--- src/rtl/fetch_queue.sv ---
// Instruction fetch queue: a register-based FIFO of {pc, instr} pairs between fetch and decode.
// The head is presented to decode one cycle after it is pushed, and flush discards everything.
module fetch_queue #(
    parameter int          XLEN  = 32,
    parameter int          DEPTH = 4,
    parameter logic [31:0] NOP   = 32'h00000013
) (
    input  logic                     clk,
    input  logic                     rst,
    input  logic                     f_valid_i,
    output logic                     f_ready_o,
    input  logic [XLEN-1:0]          f_pc_i,
    input  logic [31:0]              f_instr_i,
    output logic                     d_valid_o,
    input  logic                     d_ready_i,
    output logic [XLEN-1:0]          d_pc_o,
    output logic [XLEN-1:0]          d_pc_next_o,
    output logic [31:0]              d_instr_o,
    input  logic                     flush_i,
    output logic [$clog2(DEPTH):0]   count_o
);

    localparam int AW = $clog2(DEPTH);
    localparam int CW = AW + 1;

    logic [AW-1:0]   wr_ptr_q, wr_ptr_d;
    logic [AW-1:0]   rd_ptr_q, rd_ptr_d;
    logic [CW-1:0]   count_q, count_d;

    logic [XLEN-1:0] pc_mem_q    [DEPTH];
    logic [31:0]     instr_mem_q [DEPTH];

    logic            push;
    logic            pop;

    // Handshake: a transfer happens on a rising edge where valid and ready are
    // both high and flush_i is low; ready never depends on the partner's valid
    // or ready, so a full queue refuses a push even while decode is popping.
    assign f_ready_o = (count_q != CW'(DEPTH));
    assign d_valid_o = (count_q != '0);

    assign push = f_valid_i && f_ready_o && !flush_i;
    assign pop  = d_valid_o && d_ready_i && !flush_i;

    always_comb begin
        wr_ptr_d = wr_ptr_q;
        rd_ptr_d = rd_ptr_q;
        count_d  = count_q;
        if (flush_i) begin
            wr_ptr_d = '0;
            rd_ptr_d = '0;
            count_d  = '0;
        end else begin
            if (push) wr_ptr_d = wr_ptr_q + AW'(1);
            if (pop)  rd_ptr_d = rd_ptr_q + AW'(1);
            case ({push, pop})
                2'b10:   count_d = count_q + CW'(1);
                2'b01:   count_d = count_q - CW'(1);
                default: count_d = count_q;
            endcase
        end
    end

    always_ff @(posedge clk or negedge rst) begin
        if (!rst) begin
            wr_ptr_q <= '0;
            rd_ptr_q <= '0;
            count_q  <= '0;
        end else begin
            wr_ptr_q <= wr_ptr_d;
            rd_ptr_q <= rd_ptr_d;
            count_q  <= count_d;
        end
    end

    // Storage is never reset; stale contents are hidden by the d_valid_o mask below.
    always_ff @(posedge clk) begin
        if (push) begin
            pc_mem_q[wr_ptr_q]    <= f_pc_i;
            instr_mem_q[wr_ptr_q] <= f_instr_i;
        end
    end

    assign d_pc_o      = d_valid_o ? pc_mem_q[rd_ptr_q]    : '0;
    assign d_instr_o   = d_valid_o ? instr_mem_q[rd_ptr_q] : NOP;
    assign d_pc_next_o = d_pc_o + XLEN'(4);
    assign count_o     = count_q;

endmodule

--- config.mk ---
export PLATFORM = sky130hd
export DESIGN_NAME = fetch_queue
export DESIGN_NICKNAME = d
export VERILOG_FILES = /design/src/rtl/fetch_queue.sv
export SDC_FILE = /design/constraint.sdc
export NUM_CORES = 1
export LEC_CHECK = 0
export ABC_CLOCK_PERIOD_IN_PS = 2800
export BUFFER_PORTS_ARGS = -buffer_cell sky130_fd_sc_hd__buf_2
export CAP_MARGIN = 20
export CELL_PAD_IN_SITES_DETAIL_PLACEMENT = 0
export CELL_PAD_IN_SITES_GLOBAL_PLACEMENT = 1
export CORE_MARGIN = 3
export CORE_UTILIZATION = 44
export CTS_BUF_LIST = sky130_fd_sc_hd__clkbuf_16
export DETAILED_ROUTE_END_ITERATION = 8
export PLACE_DENSITY_LB_ADDON = 0.2
export SLEW_MARGIN = 20
export SYNTH_ARGS = -nofsm -noshare
export SYNTH_HDL_FRONTEND = slang
export SYNTH_SLANG_ARGS = --single-unit
--- constraint.sdc ---
create_clock -name clk -period 2.8 [get_ports clk]
set_clock_uncertainty 0.15 [all_clocks]
set_input_delay 0 -clock clk [delete_from_list [all_inputs] [get_ports clk]]
set_output_delay 0 -clock clk [all_outputs]
set_load 0.02 [all_outputs]
# Word level (Yosys, flattened, before mapping)
# Memories as Yosys holds them, arrays and structs flattened.
# Cells that the tools add are included.
[word_totals] reg_bits=7 ramBits=256 input_bits=69 output_inout_bits=101 word_cells=32 n_memories=2
[memory_table] memory="instr_mem_q" depth=4 word_bits=32 rd=1 rd_ports_with_merged_regs=0 write_ports=1 line="31" rtl="logic [31:0] instr_mem_q [DEPTH];"
[memory_table] memory="pc_mem_q" depth=4 word_bits=32 rd=1 rd_ports_with_merged_regs=0 write_ports=1 line="30" rtl="logic [XLEN-1:0] pc_mem_q [DEPTH];"
[op_classes] n_addsub=5 n_eq_ne=3 muxes=10 n_reduce_logical=9
[ops] cell="$mux W32" n=2
[ops] cell="$add A32 B3 Y32 const B" n=1
[ops] cell="$mux W2" n=4
[ops] cell="$pmux W3 S2" n=1
[ops] cell="$reduce_bool A3 Y1" n=2
[ops] cell="$add A2 B1 Y2 const B" n=2
[ops] cell="$logic_and A1 B1 Y1" n=4
[ops] cell="$reduce_bool A2 Y1" n=2
[ops] cell="$add A3 B1 Y3 const B" n=1
[ops] cell="$mux W3" n=1
[ops] cell="$ne A3 B3 Y1 const B" n=1
[ops] cell="$sub A3 B1 Y3 const B" n=1
[ops] cell="$eq A2 B1 Y1 const B" n=1
[ops] cell="$eq A2 B2 Y1 const B" n=1
[ops] cell="$mux W1" n=2
[ops] cell="$logic_not A1 Y1" n=1

# Depth between registers and ports, before layout
# Gate-level depths: netlist (run 1).
[logic_depth] depth_word=6 ltp_mapped=13 mapped_depth_nobuf=11

# Worst setup path after synthesis (run 1)
# No wires, ideal clock.
[synth_timing] path_type="register to output" startpoint="reg count_q[0], in the netlist count_o[0]" endpoint="out d_pc_next_o[14]" arrival_ps=3379 required_ps=2650 slack_ps=-729 stages_incl_launch_ff=14 path_buffers=2 cell_sequence="dfrtp_1 nor3_2 inv_1 clkbuf_1 clkbuf_1 nand2_1 inv_1 ha_1 nand2_1 o22ai_1 and3_1 nand4_1 or3_1 a21oi_1"
[synth_between] elab_chain_cells=3
[synth_rtl] item="start: declaration" line="28" rtl="logic [CW-1:0] count_q, count_d;"
[synth_rtl] item="start signal: assignment" line="72" rtl="count_q <= count_d;"
[synth_rtl] item="$reduce_bool A3 Y1" line="40" rtl="assign d_valid_o = (count_q != '0);"
[synth_rtl] item="named net d_valid_o" line="14" rtl="output logic d_valid_o,"
[synth_rtl] item="$mux W32" line="84" rtl="assign d_pc_o = d_valid_o ? pc_mem_q[rd_ptr_q] : '0;"
[synth_rtl] item="named net d_pc_o[2]" line="16" rtl="output logic [XLEN-1:0] d_pc_o,"
[synth_rtl] item="$add A32 B3 Y32" line="86" rtl="assign d_pc_next_o = d_pc_o + XLEN'(4);"
[synth_rtl] item="end: declaration" line="17" rtl="output logic [XLEN-1:0] d_pc_next_o,"
# The timed path passes the listed nets, and every way through them passes these cells.

# Final worst setup path (run 1)
[layout_timing] startpoint="reg rd_ptr_q[0]" endpoint="out d_pc_next_o[23]"
[layout_between] elab_chain_cells=3
[layout_rtl] item="start: declaration" line="27" rtl="logic [AW-1:0] rd_ptr_q, rd_ptr_d;"
[layout_rtl] item="start signal: assignment" line="71" rtl="rd_ptr_q <= rd_ptr_d;"
[layout_rtl] item="$mem_v2 Z4 W32"
[layout_rtl] item="$mux W32" line="84"
[layout_rtl] item="$add A32 B3 Y32" line="86"
# No other way between the ends.

==> results of run 1 <==
cell type report:
type / instances / area (um2) / share of cell area (%)
clock buffers: 27 / 675.6 / 4.658
inverters: 9 / 33.78 / 0.2329
diodes: 2 / 5.005 / 0.03450
flip-flops and latches: 263 / 7874 / 54.28
clock inverters: 22 / 176.4 / 1.216
multi-input cells: 273 / 3132 / 21.59
repair buffers: 304 / 2210 / 15.23
well taps: 319 / 399.1 / 2.752
cell families (layout without fill, tap and decap cells):
family	Yosys count	in the layout	synth area share, %
multiplexers	74	74	14.27
XOR/XNOR	31	31	2.493
other	0	2	0
adder cells (fa/ha/maj)	6	6	0.7582
AND/OR/NAND/NOR	152	152	7.835
flip-flops	263	263	72.19
AO/OA/AOI/OAI	10	10	0.5630
buffers and inverters	37	362	1.895
per-layer routing:
metal / GRT usage (%) / share of wire [%] / vias up
met5: 0 / 0 / -
met4: 4.037 / 1.7 / 0
met3: 3.500 / 6.8 / 32
met2: 28.89 / 50 / 192
met1: 23.29 / 42 / 3099
li1: - / - / 2853
through the flow:
stage / cell area [um2] / setup slack [ns]
CTS: 13980 / -0.3715
global placement: 12270 / 0.06417
floorplan: 10960 / -0.09668
detailed placement: 12270 / 0.02054
finish: 14510 / -0.3776
global route: 14510 / -0.5130
registers in the layout, summed over array words and instances, names as in the netlist:
register	flops
rd_ptr_q	2
pc_mem_q	128
instr_mem_q	128
wr_ptr_q	2
count_o	3
worst max path at each step:
stage / start / end / slack [ns] / cells after the start
after floorplan: count_o[0] / d_pc_next_o[22] / -0.1 / 13
after global placement: rd_ptr_q[0] / d_pc_next_o[30] / 0.06 / 11
after detailed placement: rd_ptr_q[0] / d_pc_next_o[30] / 0.02 / 11
after CTS: rd_ptr_q[0] / d_pc_next_o[23] / -0.37 / 9
after global routing: rd_ptr_q[0] / d_pc_next_o[30] / -0.51 / 11
final: rd_ptr_q[0] / d_pc_next_o[23] / -0.38 / 10
timing repair:
| action | in CTS | in global routing |
|---|---|---|
| hold endpoints to repair | 270 | 0 |
| pin swaps | 13 | 29 |
| setup buffers | 9 | 28 |
| gates cloned | 0 | 2 |
| hold buffers | 69 | 0 |
| endpoints found under the setup margin | 24 | 28 |
| gates resized for setup | 33 | 66 |
where the power goes:
group | internal, mW | total [mW] | switching [mW]
Combinational | 2.59 | 6.14 | 3.55
Clock | 2.02 | 3.41 | 1.39
Sequential | 4.63 | 4.75 | 0.119
Total | 9.24 | 14.3 | 5.06
layout by cell type (no fill, tap or decap), drive strengths merged, types with 5 or more instances in the layout:
master	netlist	routed
edfxtp	256	256
buf	19	233
dlygate4sd3	0	69
mux4	63	63
and2	58	58
nand2	32	32
clkbuf	9	29
nor2	20	20
xor2	17	17
inv	9	17
xnor2	14	14
nand3	11	11
clkinv	0	10
mux2i	9	9
nor3	7	7
dfrtp	7	7
ha	5	5
worst reg2reg max path, stage by stage, from the launching register on:
cell and delay [ns]:
dfrtp_2 0.45, nor3_2 0.25, inv_2 0.12, buf_12 0.19, buf_4 0.24, nand3_1 0.16
nor2_1 0.07, fa_1 0.38, mux2i_1 0.19, xnor2_1 0.14, nor2_1 0.06
==> results.sh, run 1 <==
export IMPL_final_core_util_pct=60.71
export IMPL_setup_violations=23
export IMPL_slew_headroom_pct=31.93
export IMPL_mappedNetlistArea_mm2=0.01089
export IMPL_synthTopCellsByArea="edfxtp_1, mux4_2, and2_1"
export IMPL_placed_cells=1061
export IMPL_drt_iter0_drc=392
export IMPL_p_per_area_mw_per_mm2=985.3
export IMPL_ant_nets=0
export IMPL_yosysMostFrequentCell="edfxtp_1"
export IMPL_drc=0
export IMPL_min_path_type="in2reg"
export IMPL_clock_latency_ns=0.52
export IMPL_rsz0062_at_grt="yes"
export IMPL_cts_tree="built"
export IMPL_reg2reg_depth=10
export IMPL_hold_slack_ns=0.06996
export IMPL_slowest_stage="dfrtp_4"
export IMPL_synthFlopType="edfxtp_1"
export IMPL_die_h_um=163.3
export IMPL_cpPeakStageDelay_ns=0.54
export IMPL_layout_nets=953
export IMPL_synth_top_area_share_pct=70.58
export IMPL_dieArea_mm2=0.02668
export IMPL_yosysUniqueCellTypes=46
export IMPL_holdCritStartpoint="f_instr_i[16]"
export IMPL_vias_per_cell=5.066
export IMPL_finalMaxSlewViolations=0
export IMPL_async_flop_share_pct=2.662
export IMPL_grt_usage_pct=17.17
export IMPL_required_ns=2.65
export IMPL_reg2reg_from="count_o[0]"
export IMPL_drive_gt1_share_pct=44.43
export IMPL_fin_crit_sh_pct=113.5
export IMPL_holdPathEnd="instr_mem_q[2][16]"
export IMPL_critPathArrivalTime_ns=3.03
export IMPL_synth_area_per_cell_um2=19.01
export IMPL_drt_pass1_iter_count=4
export IMPL_rows=56
export IMPL_cpMostUsedCell="buf_4"
export IMPL_violations="negative setup slack"
export IMPL_finalNonFillerCells=1219
export IMPL_finalHoldViolCount=0
export IMPL_ys_seq_area_share_pct=72.19
export IMPL_cap_violations=0
export IMPL_wl_per_cell_um=19.44
export IMPL_crit_fanout=8
export IMPL_hold_depth=2
export IMPL_antenna_found_initial=2
export IMPL_gr_total_overflow=0
export IMPL_yosys_warnings=0
export IMPL_yosysTopAreaCell="edfxtp_1"
export IMPL_ys_ff_latch=263
export IMPL_place_detailed_hpwl_um=14250
export IMPL_synth_cells=573
export IMPL_crit_buf_inv=4
export IMPL_num_io_pins=170
export IMPL_port_buffers=169
export IMPL_fin_ws_ns=-0.3776
export IMPL_die_w_um=163.3
export IMPL_tns_ns=-5.264
export IMPL_floorplan_initialDensity_pct=45.59
export IMPL_path_clk_slew_ns=0.06
export IMPL_cts_buffers=27
export IMPL_tightest_slew_ns=1.021
export IMPL_core_area_mm2=0.02389
export IMPL_rrSetupSlack_ns=0.29
export IMPL_drt_wl_total_um=23700
export IMPL_synth_edff_count=256
export IMPL_num_vias=6176
export IMPL_fillCellCount=1798
export IMPL_cts_sinks=263
export IMPL_cp_start_kind="flop"
export IMPL_grt_max_degree=65
export IMPL_crit_chain="buf_6, buf_8, mux4_2, nand2_4, nor4_4, buf_4, nand4_4, or3b_1, a21oi_2, buf_4"
export IMPL_synthToLayoutAreaGrowth_pct=33.18
export IMPL_critPathTopFamily="simple AND/OR/NAND/NOR gates"
export IMPL_grt_pass1_vias=6488
export IMPL_outcome="finished, violations left"
export IMPL_p_leak_nw=5.347
export IMPL_synthesis_nets=648
export IMPL_cts_max_level=1
export IMPL_routabilityCongestion=0.8033
export IMPL_ir_worst_vdd_mv=0.7328
export IMPL_total_power_mw=14.29
export IMPL_crit_type="reg2out"
export IMPL_post_route_min_period_ns=3.178
export IMPL_netlist_top_cells_count="edfxtp_1, and2_1, mux4_2"
export IMPL_fmax_ghz=0.3147
export IMPL_clockBufferDepth=3
export IMPL_cts_root_buf="clkbuf_16"
export IMPL_grt_pass1_wl_um=35690
export IMPL_worstReg2RegEnd="count_o[2]"
export IMPL_endpoint_kind="output pin"
(Power assumes the default switching activity.)
==> run 2: changes to the inputs <==
--- a/config.mk
+++ b/config.mk
@@ -5,16 +5,17 @@
 export SDC_FILE = /design/constraint.sdc
 export NUM_CORES = 1
 export LEC_CHECK = 0
-export ABC_CLOCK_PERIOD_IN_PS = 2800
+export ABC_CLOCK_PERIOD_IN_PS = 3500
 export BUFFER_PORTS_ARGS = -buffer_cell sky130_fd_sc_hd__buf_2
 export CAP_MARGIN = 20
 export CELL_PAD_IN_SITES_DETAIL_PLACEMENT = 0
 export CELL_PAD_IN_SITES_GLOBAL_PLACEMENT = 1
 export CORE_MARGIN = 3
-export CORE_UTILIZATION = 44
+export CORE_UTILIZATION = 48
 export CTS_BUF_LIST = sky130_fd_sc_hd__clkbuf_16
 export DETAILED_ROUTE_END_ITERATION = 8
 export PLACE_DENSITY_LB_ADDON = 0.2
+export SETUP_SLACK_MARGIN = 0.4
 export SLEW_MARGIN = 20
 export SYNTH_ARGS = -nofsm -noshare
 export SYNTH_HDL_FRONTEND = slang
==> constraint.sdc (replaced) <==
create_clock -name clk -period 3.5 [get_ports clk]
set_clock_uncertainty 0.15 [all_clocks]
set_input_delay 0 -clock clk [delete_from_list [all_inputs] [get_ports clk]]
set_output_delay 0 -clock clk [all_outputs]
set_load 0.02 [all_outputs]
==> run 2 against run 1 <==
The flow now finishes without violations. Sequential power down 20%. Final area down 1.2%. Core utilization up 4.3 points. Combinational power down 22%. Final cell count down 4.4%. Via count up 0.32%. Register-to-register slack better by 0.32 ns. Largest power group unchanged. Highest routed layer unchanged.
==> results.sh, run 2 (synthesis gave the netlist of run 1 again) <==
export IMPL_outcome="finished clean"
export IMPL_hold_depth=2
export IMPL_drt_iter0_drc=405
export IMPL_die_h_um=156.6
export IMPL_p_per_area_mw_per_mm2=785.1
export IMPL_floorplan_initialDensity_pct=49.45
export IMPL_path_clk_slew_ns=0.06
export IMPL_slew_headroom_pct=63.67
export IMPL_finalHoldViolCount=0
export IMPL_cts_sinks=263
export IMPL_cts_buffers=28
export IMPL_worstReg2RegEnd="count_o[2]"
export IMPL_ir_worst_vdd_mv=0.5040
export IMPL_place_detailed_hpwl_um=14160
export IMPL_clock_latency_ns=0.53
export IMPL_antenna_found_initial=1
export IMPL_holdPathEnd="instr_mem_q[0][3]"
export IMPL_grt_max_degree=38
export IMPL_finalMaxSlewViolations=0
export IMPL_die_w_um=156.6
export IMPL_drt_wl_total_um=23760
export IMPL_drc=0
export IMPL_drt_pass1_iter_count=4
export IMPL_slowest_stage="dfrtp_4"
export IMPL_vias_per_cell=5.318
export IMPL_port_buffers=169
export IMPL_rows=54
export IMPL_rrSetupSlack_ns=0.61
export IMPL_num_vias=6196
export IMPL_fin_crit_sh_pct=93.22
export IMPL_crit_fanout=6
export IMPL_tns_ns=0
export IMPL_gr_total_overflow=0
export IMPL_cts_max_level=1
export IMPL_endpoint_kind="output pin"
export IMPL_required_ns=3.35
export IMPL_crit_type="reg2out"
export IMPL_tightest_slew_ns=0.5450
export IMPL_rsz0062_at_grt="yes"
export IMPL_min_path_type="in2reg"
export IMPL_final_common_cell="edfxtp_1"
export IMPL_fin_area_mm2=0.01433
export IMPL_grt_pass1_wl_um=36940
export IMPL_synthToLayoutAreaGrowth_pct=31.56
export IMPL_critPathArrivalTime_ns=3.11
export IMPL_placed_cell_area_mm2=0.01210
export IMPL_setup_violations=0
export IMPL_fmax_ghz=0.3065
export IMPL_grt_usage_pct=19.37
export IMPL_crit_buf_inv=3
export IMPL_clockBufferDepth=3
export IMPL_cap_violations=0
export IMPL_reg2reg_from="count_o[2]"
export IMPL_layout_nets=940
export IMPL_post_route_min_period_ns=3.263
export IMPL_drive_gt1_share_pct=41.74
export IMPL_critPathTopFamily="simple AND/OR/NAND/NOR gates"
export IMPL_num_io_pins=170
export IMPL_cpPeakStageDelay_ns=0.52
export IMPL_grt_pass1_vias=6719
export IMPL_dieArea_mm2=0.02453
export IMPL_wl_per_cell_um=20.39
export IMPL_layout_common_cells="edfxtp_1, buf_2, dlygate4sd3_1, mux4_2, and2_1"
export IMPL_ant_nets=0
export IMPL_p_leak_nw=5.306
export IMPL_routabilityCongestion=0.7556
export IMPL_core_area_mm2=0.02203
export IMPL_crit_chain="buf_12, mux4_2, and2_4, ha_4, nand2_2, o22ai_2, and3_4, nand4_4, buf_6, nor3_2, xnor2_1, buf_4"
export IMPL_cts_root_buf="clkbuf_16"
export IMPL_cp_start_kind="flop"
export IMPL_cts_tree="built"
export IMPL_reg2reg_depth=10
export IMPL_hold_slack_ns=0.05464
export IMPL_holdCritStartpoint="f_instr_i[3]"
run 2: report_power, final:
group,leakage [nW],total [mW],internal [mW],switching [mW]
combinational,2.44,4.77,1.99,2.77
sequential,2.41,3.80,3.70,0.0978
clock,0.453,2.69,1.58,1.10
total,5.31,11.2,7.28,3.97
run 2: worst max-delay path by stage:
| stage | slack, ns | from | to | depth (start not counted) |
|---|---|---|---|---|
| after global placement | 0.61 | rd_ptr_q[0] | d_pc_next_o[30] | 11 |
| after floorplan | 0.42 | count_o[0] | d_pc_next_o[22] | 13 |
| after global routing | 0.12 | rd_ptr_q[0] | d_pc_next_o[30] | 11 |
| after CTS | 0.22 | rd_ptr_q[0] | d_pc_next_o[30] | 9 |
| final | 0.24 | rd_ptr_q[0] | d_pc_next_o[24] | 12 |
| after detailed placement | 0.55 | rd_ptr_q[1] | d_pc_next_o[30] | 11 |
run 2: layer usage:
layer / routed length (um) / up-vias / track usage (%)
li1: - / 2824 / -
met1: 9834 / 3133 / 25.26
met2: 11970 / 197 / 34.08
met3: 1477 / 42 / 4.121
met4: 476 / 0 / 3.835
met5: 0 / - / 0
run 2: layout make-up:
class                           count  area (um2)
Antenna cell                        1       2.502
Clock buffer                       28       700.7
Clock inverter                     21       147.6
Fill cell                        1559        7697
Inverter                            9       36.28
Multi-Input combinational cell    273        3039
Sequential cell                   263        7874
Tap cell                          280       350.3
Timing Repair Buffer              290        2178
run 2: through the flow:
step | instances | utilization, % | power [mW] | worst slack, ns
3_3_place_gp | 1006 | 54.94 | 8.011 | 0.6101
5_1_grt | 1165 | 65.05 | 11.81 | 0.1163
3_5_place_dp | 1006 | 54.94 | 8.031 | 0.5495
6_report | 1165 | 65.05 | 11.25 | 0.2374
4_1_cts | 1153 | 64.12 | 11.19 | 0.2159
2_1_floorplan | 573 | - | 6.727 | 0.4168
run 2: repair_timing:
item	CTS	global route
hold buffers	70	0
resized for setup	43	37
setup endpoints to repair	21	23
setup buffers	25	11
endpoints found under the hold margin	270	0
pin swaps	15	16
gates cloned	3	0
==> run 3: changes to the inputs <==
==> constraint.sdc (replaced) <==
create_clock -name clk -period 3.5 [get_ports clk]
set_clock_uncertainty 0.15 [all_clocks]
set_input_delay 0 -clock clk [delete_from_list [all_inputs] [get_ports clk]]
set_output_delay 0 -clock clk [all_outputs]
set_load 0.1 [all_outputs]
==> run 3 against run 2 <==
Register-to-register slack better by 0.33 ns. First-iteration DRC count decreased by 7.9%. Fmax down 3.8%. Critical path depth did not move. Final cell count decreased by 0.17%. Die area stayed put. Wire length grew 0.93%. Via count rose by 0.92%. Critical path type unchanged. Critical endpoint unchanged. Largest cell class unchanged.
==> results.sh, run 3 (synthesis gave the netlist of run 1 again) <==
export IMPL_outcome="finished clean"
export IMPL_fin_crit_sh_pct=96.95
export IMPL_tightest_slew_ns=0.6002
export IMPL_hold_depth=2
export IMPL_post_route_min_period_ns=3.393
export IMPL_crit_fanout=5
export IMPL_fmax_ghz=0.2947
export IMPL_grt_pass1_vias=6713
export IMPL_path_clk_slew_ns=0.06
export IMPL_worstReg2RegEnd="instr_mem_q[2][7]"
export IMPL_use_met1_pct=25.75
export IMPL_holdCritStartpoint="f_pc_i[21]"
export IMPL_antenna_found_initial=1
export IMPL_routabilityCongestion=0.7448
export IMPL_floorplan_initialDensity_pct=49.45
export IMPL_holdPathEnd="pc_mem_q[3][21]"
export IMPL_clock_latency_ns=0.52
export IMPL_drt_iter0_drc=373
export IMPL_crit_type="reg2out"
export IMPL_cp_start_kind="flop"
export IMPL_grt_usage_pct=19.39
export IMPL_die_h_um=156.6
export IMPL_reg2reg_from="count_o[2]"
export IMPL_placed_cells=1009
export IMPL_drc=0
export IMPL_fillCellCount=1398
export IMPL_cts_tree="built"
export IMPL_endpoint_kind="output pin"
export IMPL_final_common_cell="edfxtp_1"
export IMPL_dieArea_mm2=0.02453
export IMPL_slew_headroom_pct=59.99
export IMPL_cts_sinks=263
export IMPL_gr_total_overflow=0
export IMPL_drt_wl_total_um=23980
export IMPL_clockBufferDepth=3
export IMPL_drt_pass1_iter_count=4
export IMPL_wl_per_cell_um=20.62
export IMPL_cap_violations=0
export IMPL_grt_busiest_layer="met2"
export IMPL_finalNonFillerCells=1163
export IMPL_required_ns=3.35
export IMPL_min_path_type="in2reg"
export IMPL_grt_max_degree=36
export IMPL_use_met3_pct=4.065
export IMPL_gr_usage_met2_pct=33.71
export IMPL_critPathArrivalTime_ns=3.24
export IMPL_num_io_pins=170
export IMPL_grt_pass1_wl_um=36800
export IMPL_drive_gt1_share_pct=45.69
export IMPL_ant_nets=0
export IMPL_place_detailed_hpwl_um=15110
export IMPL_die_w_um=156.6
export IMPL_core_area_mm2=0.02203
export IMPL_num_vias=6253
export IMPL_cts_buffers=27
export IMPL_finalMaxSlewViolations=0
export IMPL_rsz0062_at_grt="yes"
export IMPL_critPathLaunch="rd_ptr_q[0]"
export IMPL_port_buffers=169
export IMPL_rows=54
export IMPL_setup_violations=0
export IMPL_rrSetupSlack_ns=0.94
export IMPL_layout_nets=939
export IMPL_cts_max_level=1
export IMPL_finalHoldViolCount=0
export IMPL_vias_per_cell=5.377
export IMPL_cts_root_buf="clkbuf_16"
export IMPL_synthToLayoutAreaGrowth_pct=39.72
export IMPL_layout_common_cells="edfxtp_1, buf_2, dlygate4sd3_1, mux4_2, and2_1"
export IMPL_reg2reg_depth=5
[run 3: changes by cell type in the layout (fill, tap and decap cells not counted), sizes merged]
cell and delta:
bufbuf -1, clkinv +2, clkinvlp +3, inv -6
[run 3: repair_timing]
action                                  CTS  global route
pin swaps                                16            23
gates cloned                              1             1
hold endpoints to repair                270             0
hold buffers                             70             0
buffers inserted                         17            17
endpoints found under the setup margin   27            25
gates resized for setup                  32            38
[run 3: area by class of cell]
| cell class | instances | area [um2] | share of cell area [%] |
|---|---|---|---|
| Clock inverter | 20 | 140.1 | 0.9208 |
| Timing Repair Buffer | 290 | 2566 | 16.86 |
| Clock buffer | 27 | 675.6 | 4.440 |
| Antenna cell | 1 | 2.502 | 0.01644 |
| Inverter | 9 | 37.54 | 0.2467 |
| Tap cell | 280 | 350.3 | 2.302 |
| Sequential cell | 263 | 7881 | 51.79 |
| Multi-Input combinational cell | 273 | 3565 | 23.42 |
[run 3: per-layer routing]
metal | wire, um | vias to the layer above | share of wire (%)
met2 | 12320 | 205 | 51
met3 | 1598 | 33 | 6.7
met5 | 0 | - | 0
met1 | 9669 | 3194 | 40
met4 | 388 | 0 | 1.6
li1 | - | 2821 | -
[run 3: worst max path at each step]
stage	to	slack (ns)	cells after the start
after floorplan	d_pc_next_o[8]	-0.73	12
after global routing	d_pc_next_o[30]	-0.01	11
after CTS	d_pc_next_o[30]	0.07	11
after global placement	d_pc_next_o[23]	0.26	9
after detailed placement	d_pc_next_o[23]	0.24	9
final	d_pc_next_o[24]	0.11	12
[run 3: stage by stage]
step	setup slack (ns)	instance area [um2]	TNS [ns]	hold WS (ns)	util, %
after global placement	0.2622	13030	0	-0.3037	59.13
after CTS	0.06923	14860	0	0.06447	67.44
after floorplan	-0.7281	11430	-5.068	-0.4456	-
after detailed placement	0.2444	13030	0	-0.2989	59.13
after global routing	-0.01144	15220	-0.02137	0.08343	69.09
final	0.1069	15220	0	0.08530	69.09
[run 3: critical path: stages, from the launching register on]
cell and delay (ns):
dfrtp_4 0.54, mux4_2 0.44, nand2_8 0.06, clkinvlp_4 0.08, ha_4 0.14, nand2_2 0.05
o22ai_2 0.16, and3_4 0.23, nand4_4 0.19, buf_4 0.23, nor3_4 0.25, xnor2_4 0.16
buf_12 0.19
Power of run 3 is left out: the tool's default activity adds up to more than one toggle a clock period on the data nets, which glitch-free logic cannot reach.
